==> src/rtl/uart_rx_fifo_if.sv <==
// Handshake/status bundle between the UART receiver, the CPU register block and uart_rx_fifo.
interface uart_rx_fifo_if #(
  parameter int unsigned DEPTH_LOG2 = 4
);
  logic                  rx_valid;
  logic [7:0]            rx_data;
  logic                  rx_frame_error;
  logic                  rd_en;
  logic [7:0]            rd_data;
  logic                  rd_valid;
  logic                  flush;
  logic                  clear_flags;
  logic [DEPTH_LOG2:0]   threshold;
  logic [DEPTH_LOG2:0]   level;
  logic                  empty;
  logic                  full;
  logic                  overflow;
  logic                  frame_error;
  logic                  timeout;
  logic                  irq;

  modport master (
    output rx_valid, rx_data, rx_frame_error, rd_en, flush, clear_flags, threshold,
    input  rd_data, rd_valid, level, empty, full, overflow, frame_error, timeout, irq
  );

  modport slave (
    input  rx_valid, rx_data, rx_frame_error, rd_en, flush, clear_flags, threshold,
    output rd_data, rd_valid, level, empty, full, overflow, frame_error, timeout, irq
  );
endinterface

==> src/rtl/uart_rx_fifo.sv <==
// UART receive byte FIFO with sticky error flags and fill-level interrupt.
// Optional idle-data timeout flag is built when UART_RX_FIFO_TIMEOUT_EN is defined.
module uart_rx_fifo #(
  parameter int unsigned DEPTH_LOG2     = 4,
  parameter int unsigned TIMEOUT_CYCLES = 1024
) (
  input logic            clk,
  input logic            rst,
  uart_rx_fifo_if.slave  bus
);
  localparam int unsigned DEPTH = 1 << DEPTH_LOG2;
  localparam int unsigned CW    = DEPTH_LOG2 + 1;
  localparam int unsigned PW    = DEPTH_LOG2;

  logic [7:0]    mem [DEPTH];
  logic [PW-1:0] wptr;
  logic [PW-1:0] rptr;
  logic [CW-1:0] count;
  logic [CW-1:0] count_nxt;
  logic          empty_q;
  logic          full_q;
  logic [7:0]    rd_data_q;
  logic          rd_valid_q;
  logic          overflow_q;
  logic          frame_error_q;
  logic          timeout_q;

  logic wr_req;
  logic fe_evt;
  logic is_empty;
  logic is_full;
  logic acc_rd;
  logic acc_wr;
  logic ovf_evt;

  // A read frees a slot in the same cycle, so a full FIFO still accepts a concurrent write.
  always_comb begin
    wr_req   = bus.rx_valid & ~bus.rx_frame_error;
    fe_evt   = ~bus.flush & bus.rx_valid & bus.rx_frame_error;
    is_empty = (count == '0);
    is_full  = (count == CW'(DEPTH));
    acc_rd   = ~bus.flush & bus.rd_en & ~is_empty;
    acc_wr   = ~bus.flush & wr_req & (~is_full | acc_rd);
    ovf_evt  = ~bus.flush & wr_req & is_full & ~acc_rd;
  end

  always_comb begin
    count_nxt = count;
    if (bus.flush) begin
      count_nxt = '0;
    end else if (acc_wr && !acc_rd) begin
      count_nxt = count + CW'(1);
    end else if (acc_rd && !acc_wr) begin
      count_nxt = count - CW'(1);
    end
  end

  // Storage is intentionally left out of reset.
  always_ff @(posedge clk) begin
    if (acc_wr) begin
      mem[wptr] <= bus.rx_data;
    end
  end

  always_ff @(posedge clk or negedge rst) begin
    if (!rst) begin
      wptr          <= '0;
      rptr          <= '0;
      count         <= '0;
      empty_q       <= 1'b1;
      full_q        <= 1'b0;
      rd_data_q     <= 8'h00;
      rd_valid_q    <= 1'b0;
      overflow_q    <= 1'b0;
      frame_error_q <= 1'b0;
    end else begin
      count      <= count_nxt;
      empty_q    <= (count_nxt == '0);
      full_q     <= (count_nxt == CW'(DEPTH));
      rd_valid_q <= acc_rd;
      if (bus.flush) begin
        wptr <= '0;
        rptr <= '0;
      end else begin
        if (acc_wr) begin
          wptr <= wptr + PW'(1);
        end
        if (acc_rd) begin
          rptr      <= rptr + PW'(1);
          rd_data_q <= mem[rptr];
        end
      end
      // A new error event in the same cycle beats clear_flags.
      if (ovf_evt) begin
        overflow_q <= 1'b1;
      end else if (bus.clear_flags) begin
        overflow_q <= 1'b0;
      end
      if (fe_evt) begin
        frame_error_q <= 1'b1;
      end else if (bus.clear_flags) begin
        frame_error_q <= 1'b0;
      end
    end
  end

`ifdef UART_RX_FIFO_TIMEOUT_EN
  localparam logic [15:0] IDLE_LIMIT = 16'(TIMEOUT_CYCLES - 1);

  logic [15:0] idle_cnt;
  logic        idle_inc;

  assign idle_inc = (count != '0) && (idle_cnt != IDLE_LIMIT);

  // Saturating idle counter so the flag fires once per idle period.
  always_ff @(posedge clk or negedge rst) begin
    if (!rst) begin
      idle_cnt  <= 16'd0;
      timeout_q <= 1'b0;
    end else begin
      if (bus.flush || acc_wr || acc_rd) begin
        idle_cnt <= 16'd0;
      end else if (idle_inc) begin
        idle_cnt <= idle_cnt + 16'd1;
      end
      if (bus.flush || acc_rd) begin
        timeout_q <= 1'b0;
      end else if (!acc_wr && idle_inc && (idle_cnt + 16'd1 == IDLE_LIMIT)) begin
        timeout_q <= 1'b1;
      end
    end
  end
`else
  logic unused_timeout_cfg;

  assign unused_timeout_cfg = |32'(TIMEOUT_CYCLES);
  assign timeout_q          = 1'b0;
`endif

  assign bus.rd_data     = rd_data_q;
  assign bus.rd_valid    = rd_valid_q;
  assign bus.level       = count;
  assign bus.empty       = empty_q;
  assign bus.full        = full_q;
  assign bus.overflow    = overflow_q;
  assign bus.frame_error = frame_error_q;
  assign bus.timeout     = timeout_q;
  assign bus.irq         = ((bus.threshold != '0) && (count >= bus.threshold)) | timeout_q;
endmodule
==> src/flat_wrapper.sv <==
// flat-port wrapper written by rule: the top's interface ports become plain ports
module uart_rx_fifo_flat 
#(
  parameter int unsigned DEPTH_LOG2     = 4,
  parameter int unsigned TIMEOUT_CYCLES = 1024
)
  (clk, rst, bus_rx_valid, bus_rx_data, bus_rx_frame_error, bus_rd_en, bus_flush, bus_clear_flags, bus_threshold, bus_rd_data, bus_rd_valid, bus_level, bus_empty, bus_full, bus_overflow, bus_frame_error, bus_timeout, bus_irq);
  uart_rx_fifo_if #(.DEPTH_LOG2(DEPTH_LOG2)) bus_i ();
  input logic clk;
  input logic rst;
  input wire logic [$bits(bus_i.rx_valid)-1:0] bus_rx_valid;
  input wire logic [$bits(bus_i.rx_data)-1:0] bus_rx_data;
  input wire logic [$bits(bus_i.rx_frame_error)-1:0] bus_rx_frame_error;
  input wire logic [$bits(bus_i.rd_en)-1:0] bus_rd_en;
  input wire logic [$bits(bus_i.flush)-1:0] bus_flush;
  input wire logic [$bits(bus_i.clear_flags)-1:0] bus_clear_flags;
  input wire logic [$bits(bus_i.threshold)-1:0] bus_threshold;
  output wire logic [$bits(bus_i.rd_data)-1:0] bus_rd_data;
  output wire logic [$bits(bus_i.rd_valid)-1:0] bus_rd_valid;
  output wire logic [$bits(bus_i.level)-1:0] bus_level;
  output wire logic [$bits(bus_i.empty)-1:0] bus_empty;
  output wire logic [$bits(bus_i.full)-1:0] bus_full;
  output wire logic [$bits(bus_i.overflow)-1:0] bus_overflow;
  output wire logic [$bits(bus_i.frame_error)-1:0] bus_frame_error;
  output wire logic [$bits(bus_i.timeout)-1:0] bus_timeout;
  output wire logic [$bits(bus_i.irq)-1:0] bus_irq;
  assign bus_i.rx_valid = bus_rx_valid;
  assign bus_i.rx_data = bus_rx_data;
  assign bus_i.rx_frame_error = bus_rx_frame_error;
  assign bus_i.rd_en = bus_rd_en;
  assign bus_i.flush = bus_flush;
  assign bus_i.clear_flags = bus_clear_flags;
  assign bus_i.threshold = bus_threshold;
  assign bus_rd_data = bus_i.rd_data;
  assign bus_rd_valid = bus_i.rd_valid;
  assign bus_level = bus_i.level;
  assign bus_empty = bus_i.empty;
  assign bus_full = bus_i.full;
  assign bus_overflow = bus_i.overflow;
  assign bus_frame_error = bus_i.frame_error;
  assign bus_timeout = bus_i.timeout;
  assign bus_irq = bus_i.irq;
  uart_rx_fifo #(.DEPTH_LOG2(DEPTH_LOG2), .TIMEOUT_CYCLES(TIMEOUT_CYCLES)) u_core (.clk(clk), .rst(rst), .bus(bus_i));
endmodule
==> config.mk <==
export PLATFORM = sky130hd
export DESIGN_NAME = uart_rx_fifo_flat
export DESIGN_NICKNAME = d
export VERILOG_FILES = /design/src/rtl/uart_rx_fifo_if.sv /design/src/rtl/uart_rx_fifo.sv /design/src/flat_wrapper.sv
export SDC_FILE = /design/constraint.sdc
export NUM_CORES = 1
export LEC_CHECK = 0
export CAP_MARGIN = 10
export CORE_MARGIN = 2
export CORE_UTILIZATION = 46
export DETAILED_ROUTE_END_ITERATION = 7
export PLACE_DENSITY = 0.6
export SLEW_MARGIN = 20
export SYNTH_ARGS = -nofsm -noshare
export SYNTH_HDL_FRONTEND = slang
export SYNTH_SLANG_ARGS = --single-unit
export TNS_END_PERCENT = 30
==> constraint.sdc <==
create_clock -name clk -period 3.4 [get_ports clk]
set_clock_uncertainty 0.2 [all_clocks]
set_input_delay 0.51 -clock clk [delete_from_list [all_inputs] [get_ports clk]]
set_output_delay 0.51 -clock clk [all_outputs]
set_load 0.03 [all_outputs]
==> results.ini <==
[outcome]
outcome = finished, final reports clean

[logic_synthesis]
syn_area_um2 = 6430
synthDistinctLibCells = 47
yosys_warnings = 0
synth_ff_type = edfxtp_1
synth_area_per_cell_um2 = 18.5
synthesis.nets = 380
ys_seq_elements = 154
ys_seq_area_share_pct = 70.0
synth_cells = 348
ys_async_sr_fraction_pct = 16.9
synth_edf_count = 128

[global_routing]
antenna_found_initial = 0
grtUsageTotal_pct = 18.5
grt_max_degree = 31
grt_pass1_vias = 3422
grt_pass1_wl_um = 19500
grt.overflow.total = 0

[pwr]
peakVddDrop_mv = 0.402
seq_power_share_pct = 43.0
p_sw_uw = 1340
clkPwrFrac_pct = 36.1
power-per-cell-area_nw_per_um2 = 675
power.leakage_uw = 0.00270
combPwrFrac_pct = 20.8
p_int_uw = 3870
switching_share_pct = 25.7

[placement]
hpwl_um = 8320
gp_congestion = 0.792
placed_area_um2 = 7130
port_buffers = 38

[setup_path]
reg2reg_to = u_core.bus.empty$_DFF_PN1_
cp-end-kind = output pin
crit_fanout = 6
r2r_setup_slack_ns = 0.60
r2r_cells = 8
path_class = register to output pin
reg2reg_from = u_core.bus.level[0]$_DFF_PN0_
critPathLaunchType = register
worstPathArrival_ns = 2.46
critPathRequiredTime_ns = 2.69

[sta]
rsz0062_at_grt = false
hold_viol = 0
fin_crit_sh_pct = 93.3
fmax_mhz = 315
drv_slew = 0
max_slew_margin_pct = 57.4
worst_pin_slew_ns = 0.637
tns_ns = 0
period_needed_ns = 3.17
holdWs_ns = 0.293
final-setup-viol-count = 0

[floorplanning]
core_area_um2 = 13800
die_area_um2 = 14900
ios = 40
start_util_pct = 46.7
die_h_um = 122
die_w_um = 122
rows = 43

[clocking]
cts_buffer_depth = 2
clk-insertion-delay-late_ns = 0.41
cts.sinks = 154
post_cts_buffers = 0
clk_pin_slew_ns = 0.06
root_buffer = clkbuf_16
cts_buffers = 17
h-tree-depth = 4
cts_tree = built
postCtsHoldBufs = 0

[flow_run]
cap_viol_max_count = 0

[cells_and_area]
final_common_cell = edfxtp_1
design_area_um2 = 7720
n_antenna_cell = 0
drive_gt1_share_pct = 25.1
fin_nets = 442
final_cell_mix = edfxtp_1, mux4_2, clkdlybuf4s50_1, dfrtp_1, nor2_1
area_delta_synth_final_pct = 20.2

[detailed_routing]
drt-wirelength-per-cell_um = 21.1
drc = 0
via_per_inst = 5.43
wirelength_um = 12700
vias = 3275
postRouteAntennaNets = 0
drt_pre_antenna_iters = 4
drtIter0Drc = 257

[hold_path]
hold_class = input port to async pin

==> synthesized netlist by cell type, types with 2 or more instances <==
master    instances  area [um2]
edfxtp_1        128        3840
mux4_2           40         901
dfrtp_1          25         626
nor2_1           23        86.3
inv_1            15        56.3
ha_1             12         150
and2_1            9        56.3
clkbuf_1          8        30.0
mux2_2            8        90.1
nand2_1           7        26.3
nor3_1            7        35.0
a21oi_1           5        25.0
xor2_1            5        43.8
and3_1            4        25.0
buf_2             4        20.0
nor3b_1           4        30.0
a21o_1            3        22.5
buf_6             3        33.8
nand2b_1          3        18.8
nand4_1           3        18.8
nor4_1            2        12.5
nor4b_1           2        17.5
o21ai_0           2        10.0
o311a_2           2        22.5
xnor2_1           2        17.5
==> critical path: stages, from the launching register on <==
cell	delay, ns
dfrtp_1	0.44
inv_1	0.11
ha_1	0.29
nand2b_1	0.14
a21o_1	0.18
a21o_1	0.17
a21o_1	0.16
a21oi_1	0.14
a21oi_1	0.05
dlygate4sd2_1	0.36
==> area by class of cell <==
| class | instances | area, um2 |
|---|---|---|
| fill | 1096 | 6050 |
| inverter | 15 | 56.3 |
| sequential | 154 | 4500 |
| multi-input combinational | 162 | 1780 |
| tap | 180 | 225 |
| clock buffer | 21 | 450 |
| timing repair buffer | 60 | 569 |
| clock inverter | 11 | 148 |
==> metrics by stage <==
| stage | total power, uW | util [%] | worst slack (ns) | std cells |
|---|---|---|---|---|
| after detailed placement | 3380 | 51.8 | 0.0294 | 571 |
| after global routing | 5420 | 56.1 | 0.0671 | 603 |
| after global placement | 3370 | 51.8 | 0.0596 | 571 |
| after CTS | 5270 | 56.1 | 0.195 | 603 |
| after floorplan | 3000 | - | 0.436 | 348 |
| final | 5210 | 56.1 | 0.229 | 603 |
==> kinds of logic after synthesis <==
kind of cell,Yosys count,synth area share [%]
DFF,154,70.0
and+or+nand+nor,70,5.96
muxes,49,15.6
buffers and inverters,32,2.36
AOI/OAI and AO/OA,23,2.80
adders and majority gates,12,2.34
xor gates and xnor gates,7,0.954
other,1,0.0584
==> flip-flops by register name, indices dropped and copies added (netlist names) <==
register and flops:
u_core.wptr 4, u_core.bus.frame_error 1, u_core.bus.full 1, u_core.mem 128, u_core.bus.empty 1, u_core.bus.level 5
u_core.rptr 4, u_core.bus.rd_valid 1, u_core.bus.rd_data 8, u_core.bus.overflow 1
==> worst max-delay path by stage <==
stage                                        from                          to  slack, ns  cells past startpoint
detailed placement               bus_threshold[0]                     bus_irq       0.03                      9
CTS                 u_core.bus.level[0]$_DFF_PN0_                     bus_irq       0.19                      9
global route        u_core.bus.level[0]$_DFF_PN0_                     bus_irq       0.07                      9
floorplan           u_core.bus.level[0]$_DFF_PN0_  u_core.mem[4][0]$_DFFE_PP_       0.44                      7
finish              u_core.bus.level[0]$_DFF_PN0_                     bus_irq       0.23                      9
global placement                 bus_threshold[0]                     bus_irq       0.06                      9
==> layer usage <==
layer	vias up	part of all wire (%)	GRT usage, %
met5	-	0	0
met4	0	1.3	5.68
met3	12	4.7	4.92
met2	68	48	29.1
met1	1696	46	25.7
li1	1499	-	-
==> power groups by stage <==
stage | Sequential (uW) | Combinational, uW | Clock, uW
finish | 2240 | 1090 | 1880
global route | 2260 | 1170 | 1990
CTS | 2250 | 1100 | 1920
detailed placement | 2290 | 1090 | 0
global placement | 2280 | 1090 | 0
floorplan | 2360 | 638 | 0
==> what timing repair did <==
action                                  in CTS  in global routing
gates resized for setup                      1                  0
endpoints found under the hold margin        0                  0
endpoints found under the setup margin       1                  0
Power figures use the tool's default switching activity.
